$ cat src/rtl/serial_add_ctrl.sv
// rtl/serial_add_ctrl.sv - parallel-to-serial operand feeder and sum collector for the bit-serial adder
//
// Accepts two WIDTH-bit operands over in_valid/in_ready. It shifts them LSB first
// onto X/Y and then adds one 0/0 pad bit, which flushes the adder carry. It
// gathers the registered Z stream into a WIDTH+1-bit sum, offered on
// out_valid/out_ready.
//
// Ports:
//   CLK        clock, rising edge
//   Reset      asynchronous active-low reset (shared with the serial adder)
//   in_valid   operands a/b valid
//   in_ready   controller idle and able to take operands
//   a, b       WIDTH-bit operands
//   X, Y       registered serial operand bits to the adder, LSB first
//   Z          registered serial sum bit from the adder
//   out_valid  sum valid
//   out_ready  consumer takes the sum
//   sum        a+b, sum[WIDTH] is the carry-out
//   busy       operation in flight or result waiting
module serial_add_ctrl #(
    parameter int WIDTH = 8
) (
    input  logic             CLK,
    input  logic             Reset,
    input  logic             in_valid,
    output logic             in_ready,
    input  logic [WIDTH-1:0] a,
    input  logic [WIDTH-1:0] b,
    output logic             X,
    output logic             Y,
    input  logic             Z,
    output logic             out_valid,
    input  logic             out_ready,
    output logic [WIDTH:0]   sum,
    output logic             busy
);

    localparam int CW = $clog2(WIDTH + 2);
    localparam logic [CW-1:0] CNT_LAST = CW'(WIDTH + 1);

    typedef enum logic [1:0] {
        IDLE,
        BUSY,
        DONE
    } state_t;

    state_t         state;
    state_t         state_nxt;
    logic [WIDTH-1:0] sa;
    logic [WIDTH-1:0] sb;
    logic [CW-1:0]  cnt;
    logic [WIDTH:0] acc;
    logic           accept;
    logic           capture;
    logic           last;

    always_comb begin
        state_nxt = state;
        in_ready  = 1'b0;
        out_valid = 1'b0;
        busy      = 1'b0;
        accept    = 1'b0;
        capture   = 1'b0;
        last      = 1'b0;
        case (state)
            IDLE: begin
                in_ready = 1'b1;
                if (in_valid) begin
                    accept    = 1'b1;
                    state_nxt = BUSY;
                end
            end
            BUSY: begin
                busy = 1'b1;
                // Z lags the presented bit by two edges, so nothing valid arrives
                // on the first busy edge (cnt==0).
                capture = (cnt != '0);
                last    = (cnt == CNT_LAST);
                if (last) begin
                    state_nxt = DONE;
                end
            end
            DONE: begin
                busy      = 1'b1;
                out_valid = 1'b1;
                if (out_ready) begin
                    state_nxt = IDLE;
                end
            end
            default: state_nxt = IDLE;
        endcase
    end

    always_ff @(posedge CLK or negedge Reset) begin
        if (!Reset) begin
            state <= IDLE;
        end else begin
            state <= state_nxt;
        end
    end

    always_ff @(posedge CLK or negedge Reset) begin
        if (!Reset) begin
            sa  <= '0;
            sb  <= '0;
            cnt <= '0;
            acc <= '0;
            sum <= '0;
            X   <= 1'b0;
            Y   <= 1'b0;
        end else begin
            if (accept) begin
                // Bit 0 goes straight to X/Y and the rest waits in sa/sb. That
                // way X/Y are true flops and bit k is on the wire after the k-th edge.
                X   <= a[0];
                Y   <= b[0];
                sa  <= a >> 1;
                sb  <= b >> 1;
                cnt <= '0;
            end else if (state == BUSY) begin
                // Zeros shifted in supply the pad bit and keep X/Y low to the end.
                X   <= last ? 1'b0 : sa[0];
                Y   <= last ? 1'b0 : sb[0];
                sa  <= sa >> 1;
                sb  <= sb >> 1;
                cnt <= last ? '0 : cnt + CW'(1);
            end else begin
                // Idle/done: hold the adder inputs low so its carry stays cleared.
                X <= 1'b0;
                Y <= 1'b0;
            end

            if (capture) begin
                acc <= {Z, acc[WIDTH:1]};
            end
            if (last) begin
                sum <= {Z, acc[WIDTH:1]};
            end
        end
    end

endmodule

$ cat config.mk
export PLATFORM = sky130hd
export DESIGN_NAME = serial_add_ctrl
export DESIGN_NICKNAME = d
export VERILOG_FILES = /design/src/rtl/serial_add_ctrl.sv
export SDC_FILE = /design/constraint.sdc
export NUM_CORES = 1
export LEC_CHECK = 0
export BUFFER_PORTS_ARGS = -buffer_cell sky130_fd_sc_hd__buf_2
export CAP_MARGIN = 40
export CORE_MARGIN = 2
export CORE_UTILIZATION = 54
export CTS_BUF_LIST = sky130_fd_sc_hd__clkbuf_16
export CTS_CLUSTER_SIZE = 14
export DETAILED_ROUTE_END_ITERATION = 6
export PLACE_DENSITY = 0.85
export SLEW_MARGIN = 30
export SYNTH_ARGS = -nofsm -noshare
export SYNTH_HDL_FRONTEND = slang
export SYNTH_SLANG_ARGS = --single-unit
$ cat constraint.sdc
create_clock -name CLK -period 1.8 [get_ports CLK]
set_input_delay 0.27 -clock CLK [delete_from_list [all_inputs] [get_ports CLK]]
set_output_delay 0.27 -clock CLK [all_outputs]
set_load 0.1 [all_outputs]
# After elaboration in Yosys (flattened, before gate mapping)
# Index checks and enable logic that the tools add are counted.
[op_classes]
reduce_logical = 5
addsub = 1
mux = 24
eq_ne = 6
[ops]
columns = ["op", "n"]
rows = [
  ["two-way mux 8 bit", 4],
  ["two-way mux 1 bit", 13],
  ["two-way mux 4 bit", 3],
  ["two-way mux 2 bit", 3],
  ["inequality test 2 bit (second input constant)", 3],
  ["case mux 2 bit (3 select lines)", 1],
  ["adder 4 x 1 -> 4 bit (second input constant)", 1],
  ["== test 4 bit (second input constant)", 1],
  ["nonzero test 4 bit", 1],
  ["AND reduction 3 bit", 1],
  ["== test 2 x 1 -> 1 bit (second input constant)", 1],
  ["== test 2 bit (second input constant)", 1],
  ["zero test 2 bit", 1],
  ["nonzero test 2 bit", 1],
  ["OR reduction 2 bit", 1],
]
[totals]
register_bits = 42

# Depth between registers and ports, before layout
# Gate-level depths: netlist of run 1.
[logic_depth]
word_depth = 5
depth_mapped = 7
mapped_depth_nobuf = 5

# Worst setup path after synthesis of run 1
# Ideal clock, no wire load.
[synth_path]
kind = "flip-flop to flip-flop"
startpoint = "reg state[0]"
endpoint = "reg sb[3]"
stages_incl_launch_ff = 7
synth_period_minus_slack_ps = 2241
arrival_ps = 2105
path_slack_ps = -441
setup_time_ps = 136
path_cell_list = "dfrtp_1 -> inv_1 -> ha_1 -> and2_1 -> clkbuf_1 -> clkbuf_1 -> o21ai_0"
[synth_via]
elab_chain_cells = 3
elab_cells_between_ends = 5
[synth_rtl]
columns = ["item", "line_no", "source"]
rows = [
  ["from (decl)", "47", "state_t state;"],
  ["from (signal assigned)", "98", "state <= state_nxt;"],
  ["zero test 2 bit", "65", "case (state)"],
  ["two-way mux 1 bit", "65", ""],
  ["two-way mux 8 bit or nonzero test 2 bit (tied branches)", "--", ""],
  ["to (signal assigned)", "118", "sb <= b >> 1;"],
  ["to (signal assigned)", "125", "sb <= sb >> 1;"],
  ["to (decl)", "50", "logic [WIDTH-1:0] sb;"],
]
# Parallel ways exist; a longest one is shown, timed or not.
# A chain may end at the register's enable or synchronous reset.

# Final worst setup path of run 1
[layout_path]
startpoint = "reg state[0]"
endpoint = "out in_ready"
[layout_via]
elab_chain_cells = 2
[layout_rtl]
columns = ["item", "line_no", "source"]
rows = [
  ["zero test 2 bit", "65", ""],
  ["two-way mux 1 bit", "65", ""],
  ["to (decl)", "26", "output logic in_ready,"],
]
# Every way passes these cells.

==> metrics, run 1 <==
crit path kind reg2out; register-to-register setup slack 0.07 ns; layout cell share with drive strength beyond 1 0.370; dpl hpwl 2.23 mm; Die Ht 61.6 um; count of yosys warnings during synthesis 0; CTS tree done; I/O pin total 35; Fmax 577 MHz; maxcap violations 0; CP required 1.53 ns; routed vias/inst 5.18; Port Buffers 34; core area 3100 sq um; Period minus WS final 1.73 ns; worst-path maximum fanout 4; Max VDD drop 1300 uV; root buffer cell clkbuf_16; post-synthesis cell count 150; P&R area growth vs syn 23.6%; startpoint types flip-flop; Inst Count DP 225; Total Routed Length 3.07 mm; register bit count reported by yosys 39; clock-pin slew on the worst setup and hold paths 0.05 ns; std cell rows 20; setup TNS 0 ns; met1 wire length 1.25 mm; PnR worst setup slack 0.0676 ns; Least-Margin Pin Slew 0.486 ns; CTS Hold Bufs 0; gpl congestion 0.823; GRT Total Usage 0.199; Final Cycle Share 0.962; DP Area 2050 sq um; Mean Syn Cell Area 11.9 sq um; Sink Count 39; first-pass GRT wire length 5.40 mm; remaining routing DRC violations 0; first drt pass iteration count 4; worst hold path type in2async; Slew headroom 0.678; Final Cell Area 2210 sq um; remaining antenna violation count 0; die area 3790 sq um; Starting Density 0.577; post_cts resized 0; Non-Filler Instances 233; die extent in x 61.6 um; routed wl met3 141 um; CTS Buf Count 5; Detail Route met2 WL 1.63 mm; wire per inst 13.2 um; Seq/Total Area, Yosys 0.545; Mapped Area 1790 sq um; Post-CTS Setup Inserts 0; remaining global-route overflow 0; dpl ws 0.0875 ns; pin count of the biggest net entering global routing 40; final-stage net count 217; clk_lat worst skew 0.28 ns; uppermost routed layer met4; P_leak 1.09 nW; Setup crit end kind output port; Critical Path AT 1.46 ns; Max Clock Skew 0.00367 ns; fin. max-slew vios 0; Power Density 1990 nW/um^2; Fin. Hold Viols 0; post-synth net total 179; clock buffer depth 2; post-synth cell types 22; Final Util 0.713; vias in the first global route 1237; final setup violation count 0; Detailed Route Iter0 Violations 34; Antenna diodes 0; outcome complete, no violations; routed via count 1208; Max H-tree Level 2; initial antenna violation count 0
## report_power, final
part	leakage (nW)	internal [mW]	switching (mW)
clock network	0.0701	0.497	0.308
registers	0.500	1.23	0.232
logic	0.524	0.727	1.40
## final cells by class
cell class,instances,area [sq um]
Inverter,7,26.3
Timing Repair Buffer,39,241
Tap cell,44,55.1
Multi-Input combinational cell,96,777
Clock buffer,5,125
Sequential cell,39,976
Fill cell,236,891
Clock inverter,3,11.3
## synth_stat cells
library cell	instances	area share
o32ai_1	1	0.0049
buf_4	2	0.0084
and4b_1	1	0.0056
o31ai_1	1	0.0042
o21ai_0	16	0.045
o31ai_4	1	0.012
inv_1	7	0.015
nand4b_2	1	0.0084
and2_1	1	0.0035
a21oi_1	2	0.0056
buf_2	2	0.0056
or3_1	1	0.0035
mux2i_1	12	0.067
mux2_2	19	0.12
clkbuf_1	4	0.0084
nand2_1	26	0.055
nand3b_1	3	0.013
ha_1	8	0.056
a222oi_1	1	0.0056
dfrtp_1	39	0.55
a211o_2	1	0.0056
a21boi_0	1	0.0042
## cell usage in the layout, fill, tap and decap left out, drive strengths merged
cell type  Yosys  final
a211o          1      1
a21boi         1      1
a21oi          2      2
a222oi         1      1
and2           1      1
and4b          1      1
buf            4     38
clkbuf         4      6
clkinv         0      2
dfrtp         39     39
ha             8      8
inv            7      8
mux2          19     19
mux2i         12     12
nand2         26     26
nand3b         3      3
nand4b         1      1
o21ai         16     16
o31ai          2      2
o32ai          1      1
or3            1      1
## state kept, by name, summed over array words and instances, names as in the netlist
signal,cells
sa,7
state,2
sum,9
cnt,4
acc,8
sb,7
Y,1
X,1
## logic make-up after synthesis
kind of cell             after synthesis  synth area share
flip-flops                            39             0.545
AND/OR/NAND/NOR                       33            0.0881
multiplexers                          31             0.187
AO/OA/AOI/OAI                         24            0.0867
buffers and inverters                 15            0.0371
adder cells (fa/ha/maj)                8            0.0559
## critical path: stages, from the launching register on
cell,delay [ns]
dfrtp_1,0.43
inv_1,0.17
ha_4,0.17
buf_2,0.42
## per-layer routing
metal,track usage,vias up
li1,-,587
met1,0.227,583
met2,0.349,33
met3,0.0630,5
met4,0.0729,0
met5,0,-
## final timing paths
| check | start | endpoint | depth (start not counted) |
|---|---|---|---|
| max | state[0] | in_ready | 3 |
| min | Reset | acc[1] | 2 |
| max reg2reg | state[0] | state[0] | 4 |
| min reg2reg | sum[2] | sum[2] | 1 |
| max in group asynchronous | Reset | sa[1] | 2 |
| min in group CLK | b[7] | sb[6] | 3 |
## metrics by stage
step                      total power, mW  hold WS [ns]
after floorplan                      3.19       -0.0256
after global placement               3.46         0.340
after detailed placement             3.57         0.340
after CTS                            4.38        0.0516
after global routing                 4.67        0.0856
final                                4.40        0.0385
No activity file was read; power rests on OpenSTA's default activity.
==> run 2, diff against run 1 <==
CORE_UTILIZATION = 33   (was 54)
PLACE_DENSITY = 0.59   (was 0.85)
==> run 2 against run 1 <==
  * Cell area increased by 3.9%
  * Fmax hardly changed
  * Routed wire length rose by 3.4%
  * Hold slack better by 0.15 ns
  * Combinational power increased by 2%
  * Worst setup slack got worse by 0.00069 ns
  * Via count down 1.7%
  * Final cell count is 11% higher
  * Clock skew about the same
  * Sequential power about the same
  * Critical path type is now reg2reg
  * Largest power group unchanged
==> metrics, run 2 (synthesis results as in run 1) <==
outcome complete, no violations; RSZ-0062 raised after global routing false; CP required 1.96 ns (+0.43 ns); core area 5170 sq um (+67%); CTS tree done; worst-path maximum fanout 4 (unchanged); CP cell instances inv_1, ha_2, a222oi_1, mux2_2; Period minus WS final 1.73 ns (+0.000689 ns); fin. max-slew vios 0 (unchanged); Power Density 2000 nW/um^2 (+0.46%); Fmax 577 MHz (about the same); Inst Count DP 250 (+11%); sum of buffers and inverters on the critical path 1 (-1); Non-Filler Instances 259 (+11%); Starting Density 0.346 (-0.231); remaining global-route overflow 0 (unchanged); initial antenna violation count 0 (unchanged); Final Cell Area 2300 sq um (+3.9%); Crit path max-delay family compound AO/OA/AOI/OAI gates; DP Area 2110 sq um (+2.6%); Setup crit end kind flip-flop; gpl congestion 0.710 (-14%); Detailed Route Iter0 Violations 42 (+24%); root buffer cell clkbuf_16; layout cell share with drive strength beyond 1 0.376 (+0.00529); die extent in x 77.6 um (+26%); routed vias/inst 4.58 (-12%); final setup violation count 0 (unchanged); Least-Margin Pin Slew 0.489 ns (+0.00332 ns); die area 6030 sq um (+59%); I/O pin total 35 (unchanged); Final Cycle Share 0.963 (about the same); clk_lat worst skew 0.27 ns (about the same); Worst Hold Slack 0.187 ns (+0.148 ns); setup TNS 0 ns (unchanged); Antenna diodes 0 (unchanged); first-pass GRT wire length 5.58 mm (+3.5%); R2R depth 4 (unchanged); std cell rows 26 (+30%); Largest Register sum; worst hold path type in2reg; highest cell delay on the worst timing path 0.47 ns (+0.04 ns); crit path kind reg2reg; maxcap violations 0 (unchanged); startpoint types flip-flop; Fin. Hold Viols 0 (unchanged); Slew headroom 0.676 (-0.00220); commonest cells after routing, fill and taps aside dfrtp_1 (39), buf_2 (31), nand2_1 (26); wire per inst 12.3 um (-7.0%); P_leak 1.11 nW (+1.7%); remaining antenna violation count 0 (unchanged); Regs by FF count sum x9, acc x8; vias in the first global route 1242 (+0.40%); Largest register FFs 9 (unchanged); remaining routing DRC violations 0 (unchanged); first drt pass iteration count 4 (unchanged); Total Routed Length 3.17 mm (+3.4%); Max Clock Skew 0.00386 ns (+0.000188 ns); clock-pin slew on the worst setup and hold paths 0.06 ns (about the same); GRT Total Usage 0.118 (-0.0812); routed via count 1187 (-1.7%); Worst path depth 4 (+1); Sink Count 39 (unchanged); dpl ws 0.0229 ns (-0.0646 ns); clock buffer depth 2 (unchanged); Hold Path Depth 3; pin count of the biggest net entering global routing 24 (-40%); Port Buffers 34 (unchanged); CTS Buf Count 5 (unchanged); dpl hpwl 2.29 mm (+2.8%); slowest CP cell a222oi_1; Max H-tree Level 2 (unchanged); P&R area growth vs syn 28.5%; most common cell after layout, fill and taps aside dfrtp_1; Die Ht 77.6 um (+26%); Critical Path AT 1.89 ns (+0.43 ns); Max VDD drop 731 uV (-44%); final-stage net count 217 (unchanged); PnR worst setup slack 0.0669 ns (-0.000689 ns)
==> run 2: repair_timing <==
item,in CTS,in global routing
hold buffers,1,0
setup endpoints to repair,0,13
endpoints found under the hold margin,16,0
gates resized for setup,0,4
setup buffers,0,0
==> run 2: final timing paths <==
kind,slack (ns),end,from
setup / recovery,0.07,state[1],state[0]
hold / removal,0.19,sb[6],b[7]
setup reg to reg,0.07,state[1],state[0]
hold reg to reg,0.50,sum[3],sum[3]
max in group asynchronous,0.88,sa[1],Reset
min in group asynchronous,0.46,state[0],Reset
==> run 2: power by group <==
group          leakage, nW  internal [mW]  switching [mW]
registers            0.500           1.23           0.221
clock network       0.0812          0.645           0.322
logic                0.532          0.773            1.39
==> run 2: per-stage QoR <==
step	total power [mW]	utilization
floorplan	3.19	-
global placement	3.60	0.407
detailed placement	3.63	0.407
CTS	4.63	0.441
global route	4.88	0.444
finish	4.59	0.444
==> run 2: cell type report <==
type                       count  area [sq um]
fill                         476          2870
timing repair buffer          39           268
multi-input combinational     96           777
clock inverter                 3          38.8
sequential                    39           976
inverter                       7          26.3
clock buffer                   5           125
tap                           70          87.6
==> run 2: routing by layer <==
layer  wire length [um]  track usage  part of all wire
met1               1430        0.144              0.45
met2               1590        0.191              0.50
met3                 88       0.0349             0.028
met4                 64       0.0536             0.020
met5                  0            0                 0
==> run 2: tightest hold or removal path, stage by stage <==
cell,delay (ns)
buf_2,0.07
nand2_1,0.04
nand2_1,0.04
==> run 3, diff against run 2 <==
HOLD_SLACK_MARGIN = 0.02   (was default)
MAX_ROUTING_LAYER = met4   (was default)
==> run 3 against run 2 <==
  * Final cell count unchanged
  * Critical path depth stayed put
  * Clock power is 0.4% higher
  * Flip-flop and latch count did not move
  * Worst setup slack about the same
  * Count of clock-buffer cells in the layout stayed put
  * Global-route usage rose by 0.33 points
  * Combinational power barely moved
  * Power hardly changed
  * Sequential power is essentially flat
==> metrics, run 3 (synthesis results as in run 1) <==
outcome complete, no violations; Period minus WS final 1.73 ns (-0.000000500 ns); std cell rows 26 (unchanged); setup TNS 0 ns (unchanged); root buffer cell clkbuf_16; I/O pin total 35 (unchanged); Hold Path Depth 3 (unchanged); Largest Register sum; worst hold path type in2reg; reg2reg end state[1]; clock buffer depth 2 (unchanged); Fin. Hold Viols 0 (unchanged); maxcap violations 0 (unchanged); Port Buffers 34 (unchanged); R2R depth 4 (unchanged); core area 5170 sq um (unchanged); Final Cycle Share 0.963 (about the same); clk_lat worst skew 0.27 ns (about the same); routed via count 1186 (-0.084%); Least-Margin Pin Slew 0.489 ns (unchanged); Detailed Route Iter0 Violations 42 (unchanged); remaining routing DRC violations 0 (unchanged); Power Density 2000 nW/um^2 (about the same); Max Clock Skew 0.00205 ns (-0.00181 ns); final-stage net count 217 (unchanged); P_leak 1.11 nW (unchanged); die extent in x 77.6 um (unchanged); first-pass GRT wire length 5.58 mm (unchanged); CP cell instances inv_1, ha_2, a222oi_1, mux2_2; Die Ht 77.6 um (unchanged); pin count of the biggest net entering global routing 24 (unchanged); remaining global-route overflow 0 (unchanged); Max VDD drop 731 uV (about the same); register-to-register setup slack 0.07 ns (about the same); Critical Path AT 1.89 ns (about the same); fin. max-slew vios 0 (unchanged); Starting Density 0.346 (unchanged); commonest cells after routing, fill and taps aside dfrtp_1 (39), buf_2 (31), nand2_1 (26); die area 6030 sq um (unchanged); Max H-tree Level 2 (unchanged); Fmax 577 MHz (unchanged); crit path kind reg2reg; clock-pin slew on the worst setup and hold paths 0.06 ns (about the same); worst-path maximum fanout 4 (unchanged); remaining antenna violation count 0 (unchanged); highest cell delay on the worst timing path 0.47 ns (about the same); DP Area 2110 sq um (unchanged); Final Cell Area 2300 sq um (unchanged); CP required 1.96 ns (about the same); CTS Buf Count 5 (unchanged); routed vias/inst 4.58 (about the same); initial antenna violation count 0 (unchanged); Antenna diodes 0 (unchanged); gpl congestion 0.718 (+1.1%); first drt pass iteration count 4 (unchanged); PnR worst setup slack 0.0669 ns (+0.000000500 ns); Total Routed Length 3.19 mm (+0.47%); Largest register FFs 9 (unchanged); final setup violation count 0 (unchanged); min-delay src b[7]; slowest CP cell a222oi_1; most common cell after layout, fill and taps aside dfrtp_1; Setup crit end kind flip-flop; Slew headroom 0.676 (unchanged); dpl ws 0.0229 ns (unchanged); Regs by FF count sum x9, acc x8; startpoint types flip-flop; vias in the first global route 1245 (+0.24%); wire per inst 12.3 um (+0.47%); Sink Count 39 (unchanged); GRT Total Usage 0.121 (+0.00330); reg2reg start state[0]; dpl hpwl 2.29 mm (unchanged); Hold Path Sink sb[6]; P&R area growth vs syn 28.5% (unchanged); RSZ-0062 raised after global routing false; layout cell share with drive strength beyond 1 0.376 (unchanged); CTS tree done
## run 3: cell counts in the layout (fill, tap and decap cells not counted)
Identical to the previous run, type by type.
## run 3: per-stage QoR
stage,cells,hold slack (ns),total power [mW],util
3_3_place_gp,250,0.231,3.60,0.407
5_1_grt,259,0.189,4.88,0.444
2_1_floorplan,150,-0.0256,3.19,-
3_5_place_dp,250,0.229,3.63,0.407
6_report,259,0.185,4.59,0.444
4_1_cts,259,0.179,4.63,0.441
## run 3: worst max-delay path: cells and delay by family (launching register included)
kind            cells  cell delay (ns)
compound gates      1             0.47
fa+ha+maj           1             0.23
buf+inv             1             0.12
flops               1             0.40
mux                 1             0.39
## run 3: layout make-up
class | count | area (sq um)
fillers | 476 | 2870
flip-flops and latches | 39 | 976
multi-input cells | 96 | 777
clock inverters | 3 | 38.8
inverters | 7 | 26.3
clock buffers | 5 | 125
repair buffers | 39 | 268
well taps | 70 | 87.6
## run 3: worst max path at each step
stage | startpoint | to
finish | state[0] | state[1]
CTS | state[1] | sum[4]
global route | cnt[1] | acc[3]
floorplan | state[0] | state[0]
detailed placement | state[1] | sum[4]
global placement | cnt[1] | state[1]
## run 3: repair_timing
action / CTS / global route
gates resized for setup: 0 / 4
endpoints found under the setup margin: 0 / 13
endpoints found under the hold margin: 16 / 0
hold buffers: 1 / 0
setup buffers: 0 / 0
## run 3: metal layers
metal | vias to the layer above | global-route usage | share of wire | routed length, um
met5 | - | - | 0 | 0
met4 | 0 | 0.0536 | 0.020 | 64
li1 | 596 | - | - | -
met2 | 20 | 0.191 | 0.50 | 1590
met3 | 6 | 0.0349 | 0.028 | 88
met1 | 564 | 0.144 | 0.45 | 1450
## run 3: power by group
group / internal (mW) / switching [mW] / leakage [nW] / total, mW
combinational: 0.773 / 1.40 / 0.532 / 2.17
clock: 0.645 / 0.326 / 0.0812 / 0.971
sequential: 1.23 / 0.221 / 0.500 / 1.46
total: 2.65 / 1.94 / 1.11 / 4.59
